[config.mk]
export PLATFORM = sky130hd
export DESIGN_NAME = hazard_scoreboard
export DESIGN_NICKNAME = d
export VERILOG_FILES = /design/src/rtl/pipe_types_pkg.sv /design/src/rtl/hazard_sb_entry.sv /design/src/rtl/hazard_scoreboard.sv
export SDC_FILE = /design/constraint.sdc
export NUM_CORES = 1
export LEC_CHECK = 0
export ABC_AREA = 1
export CORE_AREA = 2 2 143 249
export CTS_BUF_LIST = sky130_fd_sc_hd__clkbuf_8 sky130_fd_sc_hd__clkbuf_16
export CTS_CLUSTER_DIAMETER = 50
export DETAILED_ROUTE_END_ITERATION = 6
export DIE_AREA = 0 0 145 251
export PLACE_DENSITY = 0.6
export SLEW_MARGIN = 30
export SYNTH_ARGS = -nofsm -noshare
export SYNTH_HDL_FRONTEND = slang
export SYNTH_SLANG_ARGS = --single-unit
[constraint.sdc]
create_clock -name CLK -period 5.7 [get_ports CLK]
set_clock_uncertainty 0.15 [all_clocks]
set_input_delay 0.855 -clock CLK [delete_from_list [all_inputs] [get_ports CLK]]
set_output_delay 0.855 -clock CLK [all_outputs]
set_load 0.1 [all_outputs]
[src/rtl/pipe_types_pkg.sv]
// rtl/pipe_types_pkg.sv - shared pipeline types for the hazard scoreboard
// Purpose: scoreboard entry layout, drain FSM states and sizing constants.
// Ports:   none (package).
package pipe_types_pkg;

  localparam int SB_NREGS = 32;
  localparam int SB_LAT_W = 3;
  localparam int SB_NFU   = 4;
  localparam int SB_FU_W  = $clog2(SB_NFU);

  typedef enum logic [1:0] {
    HZ_RUN,
    HZ_DRAIN,
    HZ_HALTED
  } hz_state_t;

  typedef struct packed {
    logic                pend;
    logic [SB_LAT_W-1:0] cnt;
    logic [SB_FU_W-1:0]  fu;
  } sb_entry_t;

endpackage

[src/rtl/hazard_sb_entry.sv]
// rtl/hazard_sb_entry.sv - one register's in-flight write tracking entry
// Purpose: holds pend/cnt/fu for a single architectural register.
// Ports:   CLK, nRST        clock, async active-low reset
//          alloc            new writer issued to this register
//          alloc_lat/fu     latency and producing unit of the new writer
//          retire           a writeback port retired this register
//          mem_stall        freezes the countdown
//          entry            current entry state
module hazard_sb_entry
  import pipe_types_pkg::*;
(
  input  logic                CLK,
  input  logic                nRST,
  input  logic                alloc,
  input  logic [SB_LAT_W-1:0] alloc_lat,
  input  logic [SB_FU_W-1:0]  alloc_fu,
  input  logic                retire,
  input  logic                mem_stall,
  output sb_entry_t           entry
);

  // Allocation outranks retire: the allocating instruction is the newer writer.
  // A fresh allocation does not count down in its own cycle.
  always_ff @(posedge CLK or negedge nRST) begin
    if (!nRST) begin
      entry <= '0;
    end else if (alloc) begin
      entry.pend <= 1'b1;
      entry.cnt  <= alloc_lat;
      entry.fu   <= alloc_fu;
    end else if (retire) begin
      entry <= '0;
    end else if (entry.pend && (entry.cnt != '0) && !mem_stall) begin
      entry.cnt <= entry.cnt - 1'b1;
    end
  end

endmodule

[src/rtl/hazard_scoreboard.sv]
// rtl/hazard_scoreboard.sv - per-register hazard scoreboard with drain FSM
// Purpose: tracks in-flight writes, generates issue stall and bypass selects,
//          sequences HALT through RUN -> DRAIN -> HALTED.
// Ports:   CLK, nRST                  clock, async active-low reset
//          iss_*                      issue request from decode
//          flush                      squash the presented instruction
//          mem_stall                  freeze all countdowns
//          wb_valid, wb_rd            writeback retirements, port k at [k*RW +: RW]
//          stall                      issue must hold
//          fwd_rs_*, fwd_rt_*         bypass enable and source unit per operand
//          busy                       any register pending
//          halted                     drain complete (sticky until reset)
//          perf_*                     saturating event counters (HAZARD_PERF_EN only)
// Optional feature macro: HAZARD_PERF_EN
// LAT_W and NFU size the issue ports; entries are laid out from the package
// constants, so keep both in step.
module hazard_scoreboard
  import pipe_types_pkg::*;
#(
  parameter int NREGS = SB_NREGS,
  parameter int NWB   = 2,
  parameter int LAT_W = SB_LAT_W,
  parameter int NFU   = SB_NFU,
  localparam int RW   = $clog2(NREGS),
  localparam int FW   = $clog2(NFU)
) (
  input  logic              CLK,
  input  logic              nRST,
  input  logic              iss_valid,
  input  logic [RW-1:0]     iss_rs,
  input  logic [RW-1:0]     iss_rt,
  input  logic [RW-1:0]     iss_rd,
  input  logic              iss_regwrite,
  input  logic [LAT_W-1:0]  iss_lat,
  input  logic [FW-1:0]     iss_fu,
  input  logic              iss_halt,
  input  logic              flush,
  input  logic              mem_stall,
  input  logic [NWB-1:0]    wb_valid,
  input  logic [NWB*RW-1:0] wb_rd,
`ifdef HAZARD_PERF_EN
  output logic [31:0]       perf_raw_stalls,
  output logic [31:0]       perf_waw_stalls,
  output logic [31:0]       perf_fwd_uses,
`endif
  output logic              stall,
  output logic              fwd_rs_en,
  output logic [FW-1:0]     fwd_rs_fu,
  output logic              fwd_rt_en,
  output logic [FW-1:0]     fwd_rt_fu,
  output logic              busy,
  output logic              halted
);

  hz_state_t  state, state_nx;
  sb_entry_t  ent [NREGS];
  logic [NREGS-1:0] pend_vec;
  sb_entry_t  rs_e, rt_e;
  logic       rs_hz, rt_hz, raw_hz, waw_hz;
  logic       issue_ok, alloc, halt_go;
  logic [LAT_W-1:0] lat_eff;

  // r0 is hardwired zero and never pending.
  assign ent[0] = '0;

  genvar gi;
  for (gi = 1; gi < NREGS; gi++) begin : g_ent
    logic retire_i;
    // Several ports naming the same register collapse to one clear.
    always_comb begin
      retire_i = 1'b0;
      for (int k = 0; k < NWB; k++) begin
        if (wb_valid[k] && (wb_rd[k*RW +: RW] == RW'(gi))) retire_i = 1'b1;
      end
    end

    hazard_sb_entry u_entry (
      .CLK       (CLK),
      .nRST      (nRST),
      .alloc     (alloc && (iss_rd == RW'(gi))),
      .alloc_lat (lat_eff),
      .alloc_fu  (iss_fu),
      .retire    (retire_i),
      .mem_stall (mem_stall),
      .entry     (ent[gi])
    );
  end

  always_comb begin
    pend_vec = '0;
    for (int r = 0; r < NREGS; r++) pend_vec[r] = ent[r].pend;
  end

  assign busy = |pend_vec;

  assign rs_e   = ent[iss_rs];
  assign rt_e   = ent[iss_rt];
  assign rs_hz  = (iss_rs != '0) && rs_e.pend;
  assign rt_hz  = (iss_rt != '0) && rt_e.pend;
  assign raw_hz = (rs_hz && (rs_e.cnt != '0)) || (rt_hz && (rt_e.cnt != '0));
  assign waw_hz = iss_regwrite && (iss_rd != '0) && ent[iss_rd].pend;

  // A pending producer whose countdown has expired is on the bypass network.
  assign fwd_rs_en = rs_hz && (rs_e.cnt == '0);
  assign fwd_rt_en = rt_hz && (rt_e.cnt == '0);
  assign fwd_rs_fu = fwd_rs_en ? rs_e.fu : '0;
  assign fwd_rt_fu = fwd_rt_en ? rt_e.fu : '0;

  assign stall    = raw_hz || waw_hz || (state != HZ_RUN);
  assign issue_ok = iss_valid && !stall && !flush && (state == HZ_RUN);
  assign alloc    = issue_ok && !iss_halt && iss_regwrite && (iss_rd != '0);
  assign halt_go  = issue_ok && iss_halt;
  assign lat_eff  = (iss_lat == '0) ? LAT_W'(1) : iss_lat;
  assign halted   = (state == HZ_HALTED);

  always_ff @(posedge CLK or negedge nRST) begin
    if (!nRST) state <= HZ_RUN;
    else       state <= state_nx;
  end

  always_comb begin
    state_nx = state;
    case (state)
      HZ_RUN:    if (halt_go) state_nx = HZ_DRAIN;
      HZ_DRAIN:  if (!busy)   state_nx = HZ_HALTED;
      HZ_HALTED: state_nx = HZ_HALTED;
      default:   state_nx = HZ_RUN;
    endcase
  end

`ifdef HAZARD_PERF_EN
  // RAW and WAW are counted independently, so one cycle may bump both.
  always_ff @(posedge CLK or negedge nRST) begin
    if (!nRST) begin
      perf_raw_stalls <= '0;
      perf_waw_stalls <= '0;
      perf_fwd_uses   <= '0;
    end else begin
      if (iss_valid && raw_hz && (perf_raw_stalls != '1))
        perf_raw_stalls <= perf_raw_stalls + 32'd1;
      if (iss_valid && waw_hz && (perf_waw_stalls != '1))
        perf_waw_stalls <= perf_waw_stalls + 32'd1;
      if (iss_valid && !stall && (fwd_rs_en || fwd_rt_en) && (perf_fwd_uses != '1))
        perf_fwd_uses <= perf_fwd_uses + 32'd1;
    end
  end
`endif

endmodule

### Word-level counts from Yosys, hierarchy flattened

Cells that the tools add are included.

* flip-flop bits (word level): 188
* input port bits: 39
* output and inout port bits: 9

* add/subtract/negate cells: 31
* order comparisons: 3
* eq/ne operators: 97
* multiplexer cells: 232
* bitwise logic cells: 3
* reductions and logical operators: 282

Operator list (count)
* 5-bit equality test (second input constant): 48
* 6-bit two-way mux: 37
* 3-bit nonzero test: 64
* 3-bit two-way mux: 63
* 1-bit logical AND: 170
* 5-bit by 4-bit equality test with 1-bit output (second input constant): 24
* 1-bit two-way mux: 93
* 3-bit by 1-bit subtractor with 3-bit output (second input constant): 31
* 6-bit binary-select mux with 5-bit select: 3
* 2-bit two-way mux: 35
* 2-bit nonzero test: 32
* 5-bit by 3-bit equality test with 1-bit output (second input constant): 12
* 31-bit OR reduction: 1
* 5-bit by 2-bit equality test with 1-bit output (second input constant): 6
* 6-bit greater-or-equal comparator (second input constant): 3
* 5-bit NOT with 6-bit output: 3
* 5-bit by 1-bit equality test with 1-bit output (second input constant): 3
* 5-bit nonzero test: 3
* 3-bit logical NOT: 3
* 2-bit case mux with 3 select lines: 1
* 1-bit logical NOT: 4
* 2-bit != test (second input constant): 2
* 1-bit logical OR: 3
* 2-bit by 1-bit equality test with 1-bit output (second input constant): 1
* other kinds (3): 3

### Longest topological paths before layout

Gate-level depths: netlist of the first run.

* word-level depth: 18
* mapped depth: 22
* gate-level depth less buffers: 19

### By module

A second synthesis of the first run with hierarchy kept.

* cells, all modules: 2198
* area total of the unflattened synthesis: 14943.1 µm²

By module, submodules not included
* hazard_sb_entry: times used 31, cells an instance 42, area an instance 344.1 µm², sequential area each 150.1 µm²
* hazard_scoreboard: times used 1, cells an instance 896, area an instance 4276.6 µm², sequential area each 50.0 µm²

### Worst setup path after synthesis of the first run

OpenSTA, ideal clock, no wires.

* path type: input to output
* start: input port iss_rs[0]
* end: output port fwd_rs_fu[0]
* data arrival time: 4.910 ns
* data required time: 4.695 ns
* setup slack: -0.215 ns
* stages: 16
* path through: buf_4 -> inv_2 -> buf_6 -> nor2_1 -> nand2_1 -> nand3_1 -> nand2_1 -> nand2_1 -> nand2_1 -> inv_1 -> nand2_1 -> nand2_1 -> nand2_1 -> a21oi_1 -> inv_1 -> a21oi_1

* cells in the longest elaborated chain, start to end: 7
* elaborated cells on any way between the ends: 9

Ends and longest elaborated chain
* from (decl): line hazard_scoreboard.sv:30 `input logic [RW-1:0] iss_rs,`
* 5-bit NOT with 6-bit output (implied by the code): line hazard_scoreboard.sv:96 `assign rs_e = ent[iss_rs];`
* 6-bit binary-select mux with 5-bit select: line hazard_scoreboard.sv:96
* 6-bit two-way mux (implied by the code) (2 in a row): line hazard_scoreboard.sv:96
* 3-bit logical NOT or 1-bit logical AND (tied branches): line hazard_scoreboard.sv:104, hazard_scoreboard.sv:98
* 1-bit logical AND *: line hazard_scoreboard.sv:104 `assign fwd_rs_en = rs_hz && (rs_e.cnt == '0);`
* named net fwd_rs_en: line hazard_scoreboard.sv:47 `output logic fwd_rs_en,`
* 2-bit two-way mux *: line hazard_scoreboard.sv:106 `assign fwd_rs_fu = fwd_rs_en ? rs_e.fu : '0;`
* to (decl): line hazard_scoreboard.sv:48 `output logic [FW-1:0] fwd_rs_fu,`

Mark *: on every way through the listed nets, which the timed path passes. The rest lies on a longest branch. The select of a mux whose other input is x is not followed.

### Final worst setup path of the first run

* start: input port iss_rt[1]
* end: output port fwd_rt_fu[1]

* cells in the longest elaborated chain, start to end: 7
* elaborated cells on any way between the ends: 9

Ends and longest elaborated chain
* from (decl): line hazard_scoreboard.sv:31 `input logic [RW-1:0] iss_rt,`
* 5-bit NOT with 6-bit output (implied by the code): line hazard_scoreboard.sv:97 `assign rt_e = ent[iss_rt];`
* 6-bit binary-select mux with 5-bit select: line hazard_scoreboard.sv:97
* 6-bit two-way mux (implied by the code) (2 in a row): line hazard_scoreboard.sv:97
* 3-bit logical NOT or 1-bit logical AND (tied branches): line hazard_scoreboard.sv:105, hazard_scoreboard.sv:99
* 1-bit logical AND: line hazard_scoreboard.sv:105 `assign fwd_rt_en = rt_hz && (rt_e.cnt == '0);`
* 2-bit two-way mux *: line hazard_scoreboard.sv:107 `assign fwd_rt_fu = fwd_rt_en ? rt_e.fu : '0;`
* to (decl): line hazard_scoreboard.sv:50 `output logic [FW-1:0] fwd_rt_fu,`

Every way passes the cells marked *; elsewhere a longest branch is shown, timed or not. The select of a mux whose other input is x is not followed.

==> metrics.txt, run 1 <==
hold slack=0.262 ns; Power Density=410 nW/um2; MaxCap Viol Count=0; first-pass GRT wire length=95500 um; dominant cells by area after synthesis=dfrtp_1 31%, nand2_1 18%, inv_1 5.7%, ha_1 5.4%, nor2_1 5.0%; Routed WL=63100 um; status=finished, final reports clean; Max VDD drop=0.288 mV; max frequency=0.202 GHz; n_diodes=0; post-synth top area cell=dfrtp_1; clk_lat worst skew=0.47 ns; H-tree Lvls=4; Chip Width=145 um; max-slew violations=0; commonest non-fill, non-tap cells in the layout=734 x nand2_1, 231 x inv_1, 202 x nor2_1; Critical Path AT=3.95 ns; RD Place Congestion=1.04; 1st-iter DRT viols=1266; row count=90; DR DRC count=0; shortest period the worst path allows=4.95 ns; clock transition at the registers of the reported paths=0.08 ns; worst hold path type=input port to async pin; postcts setup bufs=0; Synth Register Bits=188; vias in the first global route=15700; period utilisation layout=86.9%; Clock Sinks=188; io pins=48; nets=2393; Clock Tree Buf Depth=2; core area=34300 um2; top cell type's share of synthesized area=30.8%; Synth Instances=2281; DR WL/cell=22.9 um; CTS tree=yes; DP Area=16300 um2; vias per cell=5.80; Critical Path RT=4.70 ns; Worst-Margin Slew=1.09 ns; share of cells above drive strength 1=8.82%; Worst setup SP type=input port; Total GRT Usage=34.7%; PortBufs=47; total grt overflow=0; post-DP HPWL=47000 um; first drt pass iteration count=6; clk root buf=clkbuf_16; Leakage=0.00838 uW; setup tns final=0 ns; syn_area_per_cell=6.70 um2; Pwr Total=6910 uW; worst slack, placed=0.813 ns; Hold Fails Final Rpt=0; area of the multi-input gates=9100 um2; R2R Setup Slk=2.33 ns; Post-Syn Area=15300 um2; final setup violation count=0; relative slew slack=27.2%; DR vias=16000; Post-Syn Nets=2386; Yosys cell types=40; cell area after layout=16800 um2; Chip Height=251 um; largest net degree at the start of global routing=101; Setup crit end kind=output port; total CTS buffers=17; flip-flop and latch area=4700 um2; hold buffers post-CTS=0; commonest non-fill, non-tap cell in the layout=nand2_1; starting density of the core=44.5%; post-CTS sizing=0; synth warn=0; RSZ-0062 raised after global routing=no; Routed Antenna Nets=0; Final Worst Setup Slack=0.749 ns; Setup CP Type=input port to output port; initial antenna violation count=1; # fillers=3547; Area growth, synth to finish=10.3%; sequential area share after synthesis=30.8%; full die area=36400 um2; Crit Path Max Fanout=18
-- cell families (layout without fill, tap and decap cells) --
kind of cell	Yosys count	in the layout	share of synthesized area [%]
compound gates	355	355	13.1
flops	188	188	30.8
fa+ha+maj	66	66	5.41
simple gates	1277	1277	39.0
xor+xnor	28	28	1.61
buf+inv	367	387	10.1
-- synth_stat cells --
cell type / n
a211o_1: 2
a21oi_1: 119
a21oi_2: 1
a221oi_1: 4
a31oi_1: 2
buf_1: 2
buf_2: 22
buf_4: 8
buf_6: 10
buf_8: 3
clkbuf_1: 45
clkinv_1: 1
dfrtp_1: 188
ha_1: 66
inv_1: 231
inv_2: 44
inv_4: 1
nand2_1: 734
nand2_2: 33
nand2_4: 1
nand3_1: 130
nand3_2: 1
nand4_1: 110
nand4_2: 1
nand4_4: 30
nor2_1: 203
nor2_2: 4
nor2_4: 3
nor2_8: 1
nor3_1: 18
nor4_1: 8
o2111ai_1: 4
o211ai_1: 15
o21ai_0: 52
o21ai_1: 66
o21bai_1: 2
o221ai_1: 8
o22ai_1: 78
o311ai_0: 2
xnor2_1: 28
-- where the power goes --
part	switching (uW)	internal [uW]	leakage, uW
sequential	559	1770	0.00241
clock	632	620	0.000283
combinational	2070	1260	0.00569
total	3260	3650	0.00838
-- through the flow --
step	utilization, %	cells
after CTS	49.0	2761
after detailed placement	47.3	2729
after global routing	49.0	2761
after global placement	47.2	2729
after floorplan	-	2281
final	49.0	2761
-- routing by layer --
layer  part of all wire (%)  vias up  track usage, %  wire [um]
met3                    6.3      227            5.48       3960
met4                    8.3        2            25.1       5230
met2                     49      654            60.4      31000
met1                     36     7584            38.4      23000
met5                  0.021        -               0         13
li1                       -     7553               -          -
-- sequential cells by signal, summed over array words and instances (netlist names) --
name                 cells
g_ent.u_entry.entry    186
state                    2
-- worst max-delay path, stage by stage --
cell	delay, ns
clkdlybuf4s50_1	0.48
buf_4	0.23
nor2_4	0.57
nand2_1	0.11
nand2_1	0.10
inv_1	0.04
nand2_1	0.05
nand2_1	0.06
nand2_1	0.07
nand2_1	0.08
nand3_1	0.20
nand2_1	0.10
nor2_1	0.42
inv_1	0.17
a21oi_2	0.20
buf_12	0.20
-- cell type report --
| type | count | share of cell area (%) |
|---|---|---|
| multi-input combinational | 1726 | 54.0 |
| clock inverter | 15 | 0.936 |
| timing repair buffer | 78 | 5.00 |
| sequential | 188 | 27.9 |
| inverter | 277 | 6.19 |
| clock buffer | 17 | 2.53 |
| tap | 460 | 3.42 |
-- final timing paths --
| path | endpoint | startpoint | depth (start not counted) |
|---|---|---|---|
| max in group asynchronous | g_ent[25].u_entry.entry[3]$_DFFE_PN0P_ | nRST | 2 |
| min in group CLK | g_ent[4].u_entry.entry[3]$_DFFE_PN0P_ | g_ent[4].u_entry.entry[3]$_DFFE_PN0P_ | 2 |
| worst max-delay path | fwd_rt_fu[1] | iss_rt[1] | 16 |
| worst max register to register | g_ent[14].u_entry.entry[4]$_DFFE_PN0P_ | g_ent[1].u_entry.entry[2]$_DFFE_PN0P_ | 13 |
| worst min-delay path | g_ent[23].u_entry.entry[2]$_DFFE_PN0P_ | nRST | 1 |
| worst min register to register | g_ent[4].u_entry.entry[3]$_DFFE_PN0P_ | g_ent[4].u_entry.entry[3]$_DFFE_PN0P_ | 2 |
Note: power is estimated with default switching activity, not from simulation.
==> run 2: changes to the inputs <==
--- a/config.mk
+++ b/config.mk
@@ -12,6 +12,7 @@
 export DETAILED_ROUTE_END_ITERATION = 6
 export DIE_AREA = 0 0 145 251
 export PLACE_DENSITY = 0.6
+export SKIP_CTS_REPAIR_TIMING = 1
 export SLEW_MARGIN = 30
 export SYNTH_ARGS = -nofsm -noshare
 export SYNTH_HDL_FRONTEND = slang
==> results of run 2 <==
Same layout as run 1: the final DEF is identical, and so are final timing and power.
==> run 3: changes to the inputs <==
--- a/config.mk
+++ b/config.mk
@@ -12,6 +12,7 @@
 export DETAILED_ROUTE_END_ITERATION = 6
 export DIE_AREA = 0 0 145 251
 export PLACE_DENSITY = 0.6
+export REMOVE_ABC_BUFFERS = 1
 export SKIP_CTS_REPAIR_TIMING = 1
 export SLEW_MARGIN = 30
 export SYNTH_ARGS = -nofsm -noshare
==> constraint.sdc (replaced) <==
create_clock -name CLK -period 6.4 [get_ports CLK]
set_clock_uncertainty 0.15 [all_clocks]
set_input_delay 0.96 -clock CLK [delete_from_list [all_inputs] [get_ports CLK]]
set_output_delay 0.96 -clock CLK [all_outputs]
set_load 0.1 [all_outputs]
==> run 3 against run 2 <==
Sequential power down 12%. Clock power fell by 15%. Register-to-register slack gained 0.55 ns. Global-route usage increased by 0.46 points. Total power shrank 11%. Via count up 2.2%. Cell count up 0.22%. Routed wire length rose by 0.84%. Worst hold slack better by 0.077 ns. Non-clock buffer count increased by 4. Critical path type unchanged.
==> metrics.txt, run 3 (synthesis results as in run 1) <==
status=finished, final reports clean (unchanged); # fillers=3570 (was 3547); Top cell by count, worst path=nand2_1 (unchanged); PortBufs=47 (unchanged); Setup crit end kind=output port (unchanged); RD Place Congestion=1.03 (was 1.04); vias per cell=5.92 (was 5.80); GRT Max-Usage Layer=met2 (unchanged); final setup violation count=0 (unchanged); Chip Height=251 um (unchanged); Pwr Total=6120 uW (was 6910 uW); critical path's slowest cell=clkdlybuf4s50_1 (was nor2_4); Largest regs=g_ent.u_entry.entry: 186 flops, state: 2 flops (unchanged); first-pass GRT wire length=96800 um (was 95500 um); row count=90 (unchanged); Clock Sinks=188 (unchanged); Total GRT Usage=35.2% (was 34.7%); max frequency=0.182 GHz; max-slew violations=0 (unchanged); io pins=48 (unchanged); core area=34300 um2 (unchanged); 1st-iter DRT viols=1277 (was 1266); largest net degree at the start of global routing=112 (was 101); Critical Path RT=5.29 ns (was 4.70 ns); Max VDD drop=0.198 mV (was 0.288 mV); relative slew slack=28.0% (was 27.2%); share of cells above drive strength 1=8.85% (was 8.82%); Clock Tree Buf Depth=2 (unchanged); nets=2397 (was 2393); met3 usage=6.59% (was 5.48%); Largest Register=g_ent.u_entry.entry (unchanged); total CTS buffers=17 (unchanged); final non-filler cell total=2767 (was 2761); shortest period the worst path allows=5.50 ns; clock transition at the registers of the reported paths=0.08 ns (about the same); Chip Width=145 um (unchanged); clk root buf=clkbuf_16 (unchanged); first drt pass iteration count=6 (unchanged); Crit Path Max Fanout=18 (unchanged); RSZ-0062 raised after global routing=no (unchanged); Worst setup SP type=input port (unchanged); clk_lat worst skew=0.48 ns (was 0.47 ns); DR WL/cell=23.0 um (was 22.9 um); Largest stage delay, worst path=0.68 ns (was 0.57 ns); full die area=36400 um2 (unchanged); GR Util met2=60.7% (was 60.4%); Inst Count DP=2733 (was 2729); Power Density=364 nW/um2 (was 410 nW/um2); cells along the critical path=clkdlybuf4s50_1 -> buf_4 -> nor2_4 -> nand2_1 -> nand2_1 -> inv_1 -> nand2_1 -> nand2_1 -> nand2_1 -> nand2_1 -> nand3_1 -> nand2_1 -> nor2_1 -> inv_1 -> a21oi_1 -> buf_12 (was clkdlybuf4s50_1 -> buf_4 -> nor2_4 -> nand2_1 -> nand2_1 -> inv_1 -> nand2_1 -> nand2_1 -> nand2_1 -> nand2_1 -> nand3_1 -> nand2_1 -> nor2_1 -> inv_1 -> a21oi_2 -> buf_12); period utilisation layout=85.9%; Worst-Margin Slew=1.08 ns (was 1.09 ns); Setup CP Type=input port to output port (unchanged); Critical Path AT=4.39 ns (was 3.95 ns); Area growth, synth to finish=10.2% (was 10.3%); initial antenna violation count=1 (unchanged); vias in the first global route=16100 (was 15700); DR DRC count=0 (unchanged); CP Buf/Inv Count=5 (unchanged); starting density of the core=44.5% (unchanged); total grt overflow=0 (unchanged); Routed Antenna Nets=0 (unchanged); Hold Fails Final Rpt=0 (unchanged); final core utilization=49.0% (about the same); CTS tree=yes (unchanged); Leakage=0.00838 uW (about the same); MaxCap Viol Count=0 (unchanged); met1 GRT Util=39.0% (was 38.4%); max FFs per register=186 (unchanged); worst hold path type=flip-flop to flip-flop (was input port to async pin); family with the most delay on the worst path=simple AND/OR/NAND/NOR gates (unchanged); DR vias=16400 (was 16000); hold slack=0.339 ns (was 0.262 ns); commonest non-fill, non-tap cells in the layout=734 x nand2_1, 231 x inv_1, 202 x nor2_1 (unchanged); commonest non-fill, non-tap cell in the layout=nand2_1 (unchanged); H-tree Lvls=4 (unchanged); Routed WL=63700 um (was 63100 um); post-DP HPWL=48400 um (was 47000 um)
-- run 3: worst paths after layout --
check | slack, ns | startpoint | depth (start not counted) | to
worst max-delay path | 0.90 | iss_rt[1] | 16 | fwd_rt_fu[1]
worst min-delay path | 0.34 | g_ent[4].u_entry.entry[3]$_DFFE_PN0P_ | 2 | g_ent[4].u_entry.entry[3]$_DFFE_PN0P_
worst max register to register | 2.88 | g_ent[1].u_entry.entry[2]$_DFFE_PN0P_ | 14 | g_ent[3].u_entry.entry[2]$_DFFE_PN0P_
worst min register to register | 0.34 | g_ent[4].u_entry.entry[3]$_DFFE_PN0P_ | 2 | g_ent[4].u_entry.entry[3]$_DFFE_PN0P_
max in group asynchronous | 4.64 | nRST | 2 | g_ent[20].u_entry.entry[1]$_DFFE_PN0P_
min in group asynchronous | 0.35 | nRST | 1 | g_ent[29].u_entry.entry[3]$_DFFE_PN0P_
-- run 3: stage by stage --
step	setup TNS, ns	setup slack [ns]	area (um2)
2_1_floorplan	-62.83	-0.668	14800
3_3_place_gp	0	1.11	16200
3_5_place_dp	0	1.04	16200
4_1_cts	0	1.00	16800
5_1_grt	0	0.774	16800
6_report	0	0.900	16800
-- run 3: report_power, final --
part | internal, uW | switching, uW | leakage, uW
clock network | 510 | 554 | 0.000258
registers | 1570 | 483 | 0.00241
logic | 1130 | 1870 | 0.00571
total | 3210 | 2910 | 0.00838
-- run 3: area by class of cell --
class                           count  area [um2]  area share, %
Antenna cell                        2        5.00         0.0297
Sequential cell                   188        4700           28.0
Inverter                          277        1040           6.19
Clock inverter                     15         131          0.781
Tap cell                          460         576           3.42
Timing Repair Buffer               82         860           5.11
Clock buffer                       17         425           2.53
Multi-Input combinational cell   1726        9080           54.0
-- run 3: worst register-to-register path: stages (launching register included) --
cell	delay, ns
dfrtp_1	0.43
o21ai_0	0.66
a21oi_1	0.24
nand2_1	0.13
nand3_1	0.10
nand3_1	0.13
nand2_1	0.08
nand2_1	0.08
nand3_2	0.15
nor2_4	0.67
buf_12	0.29
nand4_1	0.15
nand2_1	0.10
nand2_1	0.05
nand2_1	0.06
-- run 3: metal layers --
metal,vias up,part of all wire (%),wire length [um]
li1,7572,-,-
met1,7823,36,23200
met2,736,49,31200
met3,247,7.0,4490
met4,2,7.5,4770
met5,-,0.017,11
